===== config.mk =====
export PLATFORM = sky130hd
export DESIGN_NAME = dpd_unpack_stream
export DESIGN_NICKNAME = d
export VERILOG_FILES = /design/src/rtl/dpd_unpack_stream_pkg.sv /design/src/rtl/dpd_unpack_stream_unpack.sv /design/src/rtl/dpd_unpack_stream.sv
export SDC_FILE = /design/constraint.sdc
export NUM_CORES = 1
export LEC_CHECK = 0
export CAP_MARGIN = 10
export CORE_AREA = 2 2 83 53
export DETAILED_ROUTE_END_ITERATION = 16
export DIE_AREA = 0 0 85 55
export PLACE_DENSITY = 0.55
export SLEW_MARGIN = 5
export SYNTH_ARGS = -nofsm -noshare
export SYNTH_HDL_FRONTEND = slang
export SYNTH_HIERARCHICAL = 1
export SYNTH_SLANG_ARGS = --single-unit

===== constraint.sdc =====
create_clock -name clk -period 1.9 [get_ports clk]
set_clock_uncertainty 0.05 [all_clocks]
set_input_delay 0.38 -clock clk [delete_from_list [all_inputs] [get_ports clk]]
set_output_delay 0.38 -clock clk [all_outputs]
set_load 0.1 [all_outputs]

===== src/rtl/dpd_unpack_stream_pkg.sv =====
// Shared types and helpers for the densely-packed-decimal receive path.
package dpd_pkg;

  localparam int DECLET_W = 10;
  localparam int DIGIT_W  = 4;

  typedef struct packed {
    logic [DIGIT_W-1:0] d2;
    logic [DIGIT_W-1:0] d1;
    logic [DIGIT_W-1:0] d0;
  } bcd3_t;

  typedef enum logic {
    ST_EMPTY = 1'b0,
    ST_FULL  = 1'b1
  } state_t;

  // The 24 redundant encodings of the all-large pattern: a/b set where they are don't-care.
  function automatic logic dpd_is_noncanon(input logic [DECLET_W-1:0] dpd);
    return dpd[6] & dpd[5] & dpd[3] & dpd[2] & dpd[1] & (dpd[9] | dpd[8]);
  endfunction

endpackage


===== src/rtl/dpd_unpack_stream_unpack.sv =====
// Combinational declet-to-three-BCD-digit decoder.
module dpd_unpack
  import dpd_pkg::*;
(
  input  logic [DECLET_W-1:0] in,
  output logic [DIGIT_W-1:0]  d2,
  output logic [DIGIT_W-1:0]  d1,
  output logic [DIGIT_W-1:0]  d0,
  output logic                noncanon
);

  logic w_a, w_b, w_c, w_d, w_e, w_f, w_g, w_h, w_i, w_j;

  assign {w_a, w_b, w_c, w_d, w_e, w_f, w_g, w_h, w_i, w_j} = in;
  assign noncanon = dpd_is_noncanon(in);

  // Large digits are 8/9 and carry only their LSB; {h,i} and {d,e} say which are large.
  always_comb begin
    d2 = {1'b0, w_a, w_b, w_c};
    d1 = {1'b0, w_d, w_e, w_f};
    d0 = {1'b0, w_h, w_i, w_j};
    if (w_g) begin
      case ({w_h, w_i})
        2'b00: begin
          d0 = {3'b100, w_j};
        end
        2'b01: begin
          d1 = {3'b100, w_f};
          d0 = {1'b0, w_d, w_e, w_j};
        end
        2'b10: begin
          d2 = {3'b100, w_c};
          d0 = {1'b0, w_a, w_b, w_j};
        end
        2'b11: begin
          case ({w_d, w_e})
            2'b00: begin
              d2 = {3'b100, w_c};
              d1 = {3'b100, w_f};
              d0 = {1'b0, w_a, w_b, w_j};
            end
            2'b01: begin
              d2 = {3'b100, w_c};
              d1 = {1'b0, w_a, w_b, w_f};
              d0 = {3'b100, w_j};
            end
            2'b10: begin
              d1 = {3'b100, w_f};
              d0 = {3'b100, w_j};
            end
            default: begin
              d2 = {3'b100, w_c};
              d1 = {3'b100, w_f};
              d0 = {3'b100, w_j};
            end
          endcase
        end
        default: begin
          d0 = {1'b0, w_h, w_i, w_j};
        end
      endcase
    end else begin
      d0 = {1'b0, w_h, w_i, w_j};
    end
  end

endmodule


===== src/rtl/dpd_unpack_stream.sv =====
// Streaming DPD decoder: one declet in, three BCD digits out serially, with a non-canonical counter.
module dpd_unpack_stream
  import dpd_pkg::*;
#(
  parameter bit          MSD_FIRST = 1'b1,
  parameter int unsigned ERR_W     = 8
) (
  input  logic                clk,
  input  logic                rst,
  input  logic                in_valid,
  output logic                in_ready,
  input  logic [DECLET_W-1:0] in_dpd,
  input  logic                in_last,
  output logic                out_valid,
  input  logic                out_ready,
  output logic [DIGIT_W-1:0]  out_digit,
  output logic                out_last,
  output logic                out_noncanon,
  output logic [ERR_W-1:0]    err_count
);

  localparam logic [ERR_W-1:0] ERR_ONE = ERR_W'(1);

  logic [DIGIT_W-1:0] w_dec_d2, w_dec_d1, w_dec_d0;
  logic               w_dec_noncanon;
  logic               w_in_hs, w_out_hs;
  logic [DIGIT_W-1:0] w_sel_digit;

  state_t             r_state;
  logic [1:0]         r_idx;
  bcd3_t              r_digits;
  logic               r_last;
  logic               r_noncanon;
  logic [ERR_W-1:0]   r_err_count;

  dpd_unpack u_unpack (
    .in       (in_dpd),
    .d2       (w_dec_d2),
    .d1       (w_dec_d1),
    .d0       (w_dec_d0),
    .noncanon (w_dec_noncanon)
  );

  assign out_valid = (r_state == ST_FULL);
  assign in_ready  = !out_valid | ((r_idx == 2'd2) & out_ready);
  assign w_in_hs   = in_valid & in_ready;
  assign w_out_hs  = out_valid & out_ready;

  // An input handshake is only possible when empty or on the last digit, so it always means reload.
  always_ff @(posedge clk) begin
    if (rst) begin
      r_state    <= ST_EMPTY;
      r_idx      <= 2'd0;
      r_digits   <= '0;
      r_last     <= 1'b0;
      r_noncanon <= 1'b0;
    end else begin
      case (r_state)
        ST_EMPTY: begin
          if (w_in_hs) begin
            r_state    <= ST_FULL;
            r_idx      <= 2'd0;
            r_digits   <= '{d2: w_dec_d2, d1: w_dec_d1, d0: w_dec_d0};
            r_last     <= in_last;
            r_noncanon <= w_dec_noncanon;
          end
        end
        ST_FULL: begin
          if (w_in_hs) begin
            r_idx      <= 2'd0;
            r_digits   <= '{d2: w_dec_d2, d1: w_dec_d1, d0: w_dec_d0};
            r_last     <= in_last;
            r_noncanon <= w_dec_noncanon;
          end else if (w_out_hs) begin
            if (r_idx != 2'd2) begin
              r_idx <= r_idx + 2'd1;
            end else begin
              r_state <= ST_EMPTY;
              r_idx   <= 2'd0;
            end
          end
        end
        default: begin
          r_state <= ST_EMPTY;
          r_idx   <= 2'd0;
        end
      endcase
    end
  end

  // Saturating tally of accepted non-canonical declets.
  always_ff @(posedge clk) begin
    if (rst) begin
      r_err_count <= '0;
    end else if (w_in_hs && w_dec_noncanon && (r_err_count != '1)) begin
      r_err_count <= r_err_count + ERR_ONE;
    end else begin
      r_err_count <= r_err_count;
    end
  end

  // Index-to-digit mapping; idx 1 is always the tens digit.
  always_comb begin
    w_sel_digit = r_digits.d1;
    case (r_idx)
      2'd0: begin
        if (MSD_FIRST) w_sel_digit = r_digits.d2;
        else           w_sel_digit = r_digits.d0;
      end
      2'd1: begin
        w_sel_digit = r_digits.d1;
      end
      default: begin
        if (MSD_FIRST) w_sel_digit = r_digits.d0;
        else           w_sel_digit = r_digits.d2;
      end
    endcase
  end

  assign out_digit    = w_sel_digit;
  assign out_last     = r_last & (r_idx == 2'd2);
  assign out_noncanon = r_noncanon;
  assign err_count    = r_err_count;

endmodule


==> impl_metrics.env <==
export IMPL_holdBufCountCts=0
export IMPL_antenna_left=0
export IMPL_synth_edf_count=0
export IMPL_synthesis_area_mm2=0.00133
export IMPL_place_inst=238
export IMPL_layout_commonest_cell="nor2_1"
export IMPL_synth_main_ff_cell="dfxtp_1"
export IMPL_yosysSeqAreaShare=0.375
export IMPL_clock_sinks=25
export IMPL_max_freq_mhz=555
export IMPL_status="finished clean"
export IMPL_final_cells=243
export IMPL_preCtsSetupSlack_ns=-0.366
export IMPL_ys_types=37
export IMPL_post_route_cells_drive_above_1_share=0.306
export IMPL_min_period_ns=1.80
export IMPL_worst_ep_arrival_time_ns=1.37
export IMPL_pin_count=31
export IMPL_die_h_um=55
export IMPL_hold_path_class="flip-flop to flip-flop"
export IMPL_synthCells=155
export IMPL_fin_crit_sh=0.948
export IMPL_worstPathRequired_ns=1.47
export IMPL_nets=210
export IMPL_synthTopCellsByArea="dfxtp_1 38%, mux2i_1 14%, nor2_1 6.5%"
export IMPL_grt_total_usage=0.148
export IMPL_clk_pin_slew_ns=0.09
export IMPL_ys_ff_latch=25
export IMPL_yosysWarnings=6
export IMPL_synth_top_area_cell="dfxtp_1"
export IMPL_synthArstFlopShare=0
export IMPL_routedWlPerCell_um=13.7
export IMPL_vias=1247
export IMPL_slew_headroom=0.490
export IMPL_crit_path_end_kind="primary output"
export IMPL_routabilityCongestion=0.769
export IMPL_rows=18
export IMPL_grt_remaining_overflow=0
export IMPL_hold_viol=0
export IMPL_die_width_um=85
export IMPL_dr_pass1_iters=4
export IMPL_r2r_slack_ns=0.12
export IMPL_hold_worst_slack_ns=0.447
export IMPL_cts_tree="yes"
export IMPL_diodes=0
export IMPL_wl_met2_mm=1.45
export IMPL_dieArea_mm2=0.00468
export IMPL_syn_nets=171
export IMPL_finalSetupViolCount=0
export IMPL_area_delta_synth_final_pct=53.0
export IMPL_wl_met1_mm=1.73
export IMPL_syn_area_per_cell_um2=8.61
export IMPL_final_cell_mix="23 x nor2_1, 19 x mux2i_1, 17 x buf_12"
export IMPL_clockBufferDepth=2
export IMPL_start_util=0.338
export IMPL_finalSetupTns_ns=0
export IMPL_netlist_area_leader_share=0.375
export IMPL_maxCapViolCount=0
export IMPL_worst_slack_ns=0.0982
export IMPL_powerDensity_mw_per_mm2=555
export IMPL_dpl_hpwl_mm=2.51
export IMPL_ctsRootBufferMaster="clkbuf_8"
export IMPL_tightest_slew_ns=0.762
export IMPL_fill_cells=362
export IMPL_p_leak_nw=0.855
export IMPL_grt_max_degree=16
export IMPL_drtIter0Drc=65
export IMPL_drcViolationCount=0
export IMPL_vias_per_cell=5.13
export IMPL_core_area_mm2=0.00394
export IMPL_drv_slew=0
export IMPL_grt_pass1_vias=1155
export IMPL_numCtsBuffers=3
export IMPL_peakVddDrop_uv=342
export IMPL_grt_antenna_before_repair=0
export IMPL_crit_fanout=8
export IMPL_critPathLaunchType="flip-flop"
export IMPL_critPathKind="flip-flop to primary output"
export IMPL_htreeDepth=1
export IMPL_grt_first_pass_wirelength_mm=5.37
export IMPL_top_layer_used="met4"
export IMPL_drt_wl_total_mm=3.34
export IMPL_clock_latency_ns=0.27
export IMPL_wl_met3_um=151
export IMPL_power_mw=1.13
export IMPL_port_buffers=30
## path summary, 6_finish.rpt
check	endpoint	from	depth (start not counted)
worst min-delay path	r_last	r_last	2
worst max-delay path	out_digit[3]	r_idx[0]	4
worst max register to register	err_count[5]	err_count[0]	5
worst min register to register	r_last	r_last	2
## cell type report
| type | instances | area [um^2] | share of cell area |
|---|---|---|---|
| multi-input cells | 116 | 805 | 0.394 |
| repair buffers | 44 | 594 | 0.291 |
| flip-flops and latches | 25 | 517 | 0.253 |
| clock buffers | 3 | 41.3 | 0.0202 |
| inverters | 4 | 15.0 | 0.00736 |
| well taps | 50 | 62.6 | 0.0307 |
| clock inverters | 1 | 6.26 | 0.00307 |
## where the power goes
group | total [mW] | internal (mW) | switching [mW] | leakage, nW
logic | 0.260 | 0.114 | 0.146 | 0.620
registers | 0.552 | 0.539 | 0.0127 | 0.208
clock network | 0.322 | 0.150 | 0.172 | 0.0260
## what timing repair did
item | CTS | global route
gates resized for setup | 6 | 12
setup buffers | 0 | 0
pin swaps | 1 | 4
endpoints found under the setup margin | 6 | 7
cloned | 0 | 1
## worst max-delay path, stage by stage (launching register included)
cell and delay [ns]:
dfxtp_1 0.32, buf_4 0.18, mux2i_1 0.12, o21ai_1 0.26, buf_12 0.22
## sequential cells by signal, summed over array words and instances, names as in the netlist
signal	flops
err_count	8
out_noncanon	1
out_valid	1
r_digits	12
r_idx	2
r_last	1
## cells by family after synthesis
kind of cell	Yosys count	synth area share
flip-flops	25	0.375
buffers and inverters	15	0.0647
adder cells (fa/ha/maj)	1	0.00938
multiplexers	20	0.151
AO/OA/AOI/OAI	32	0.160
AND/OR/NAND/NOR	62	0.239
## through the flow
step	utilization	instance area, um^2
2_1_floorplan	-	1350
3_3_place_gp	0.488	1920
3_5_place_dp	0.488	1920
4_1_cts	0.505	1990
5_1_grt	0.518	2040
6_report	0.518	2040
## routing by layer
metal	track usage	up-vias
li1	-	626
met2	0.234	32
met5	0	-
met1	0.206	587
met3	0.0415	2
met4	0.0238	0
## synth_stat cells, types with 3 or more instances
master,n
o21ai_0,7
buf_4,6
clkbuf_1,4
inv_1,4
or4_1,3
or3_1,3
a21oi_1,9
dfxtp_1,25
nand4_1,3
nor2b_1,3
o31ai_1,3
nand2_1,15
mux2i_1,19
nor2_1,23
(Power assumes the default switching activity.)
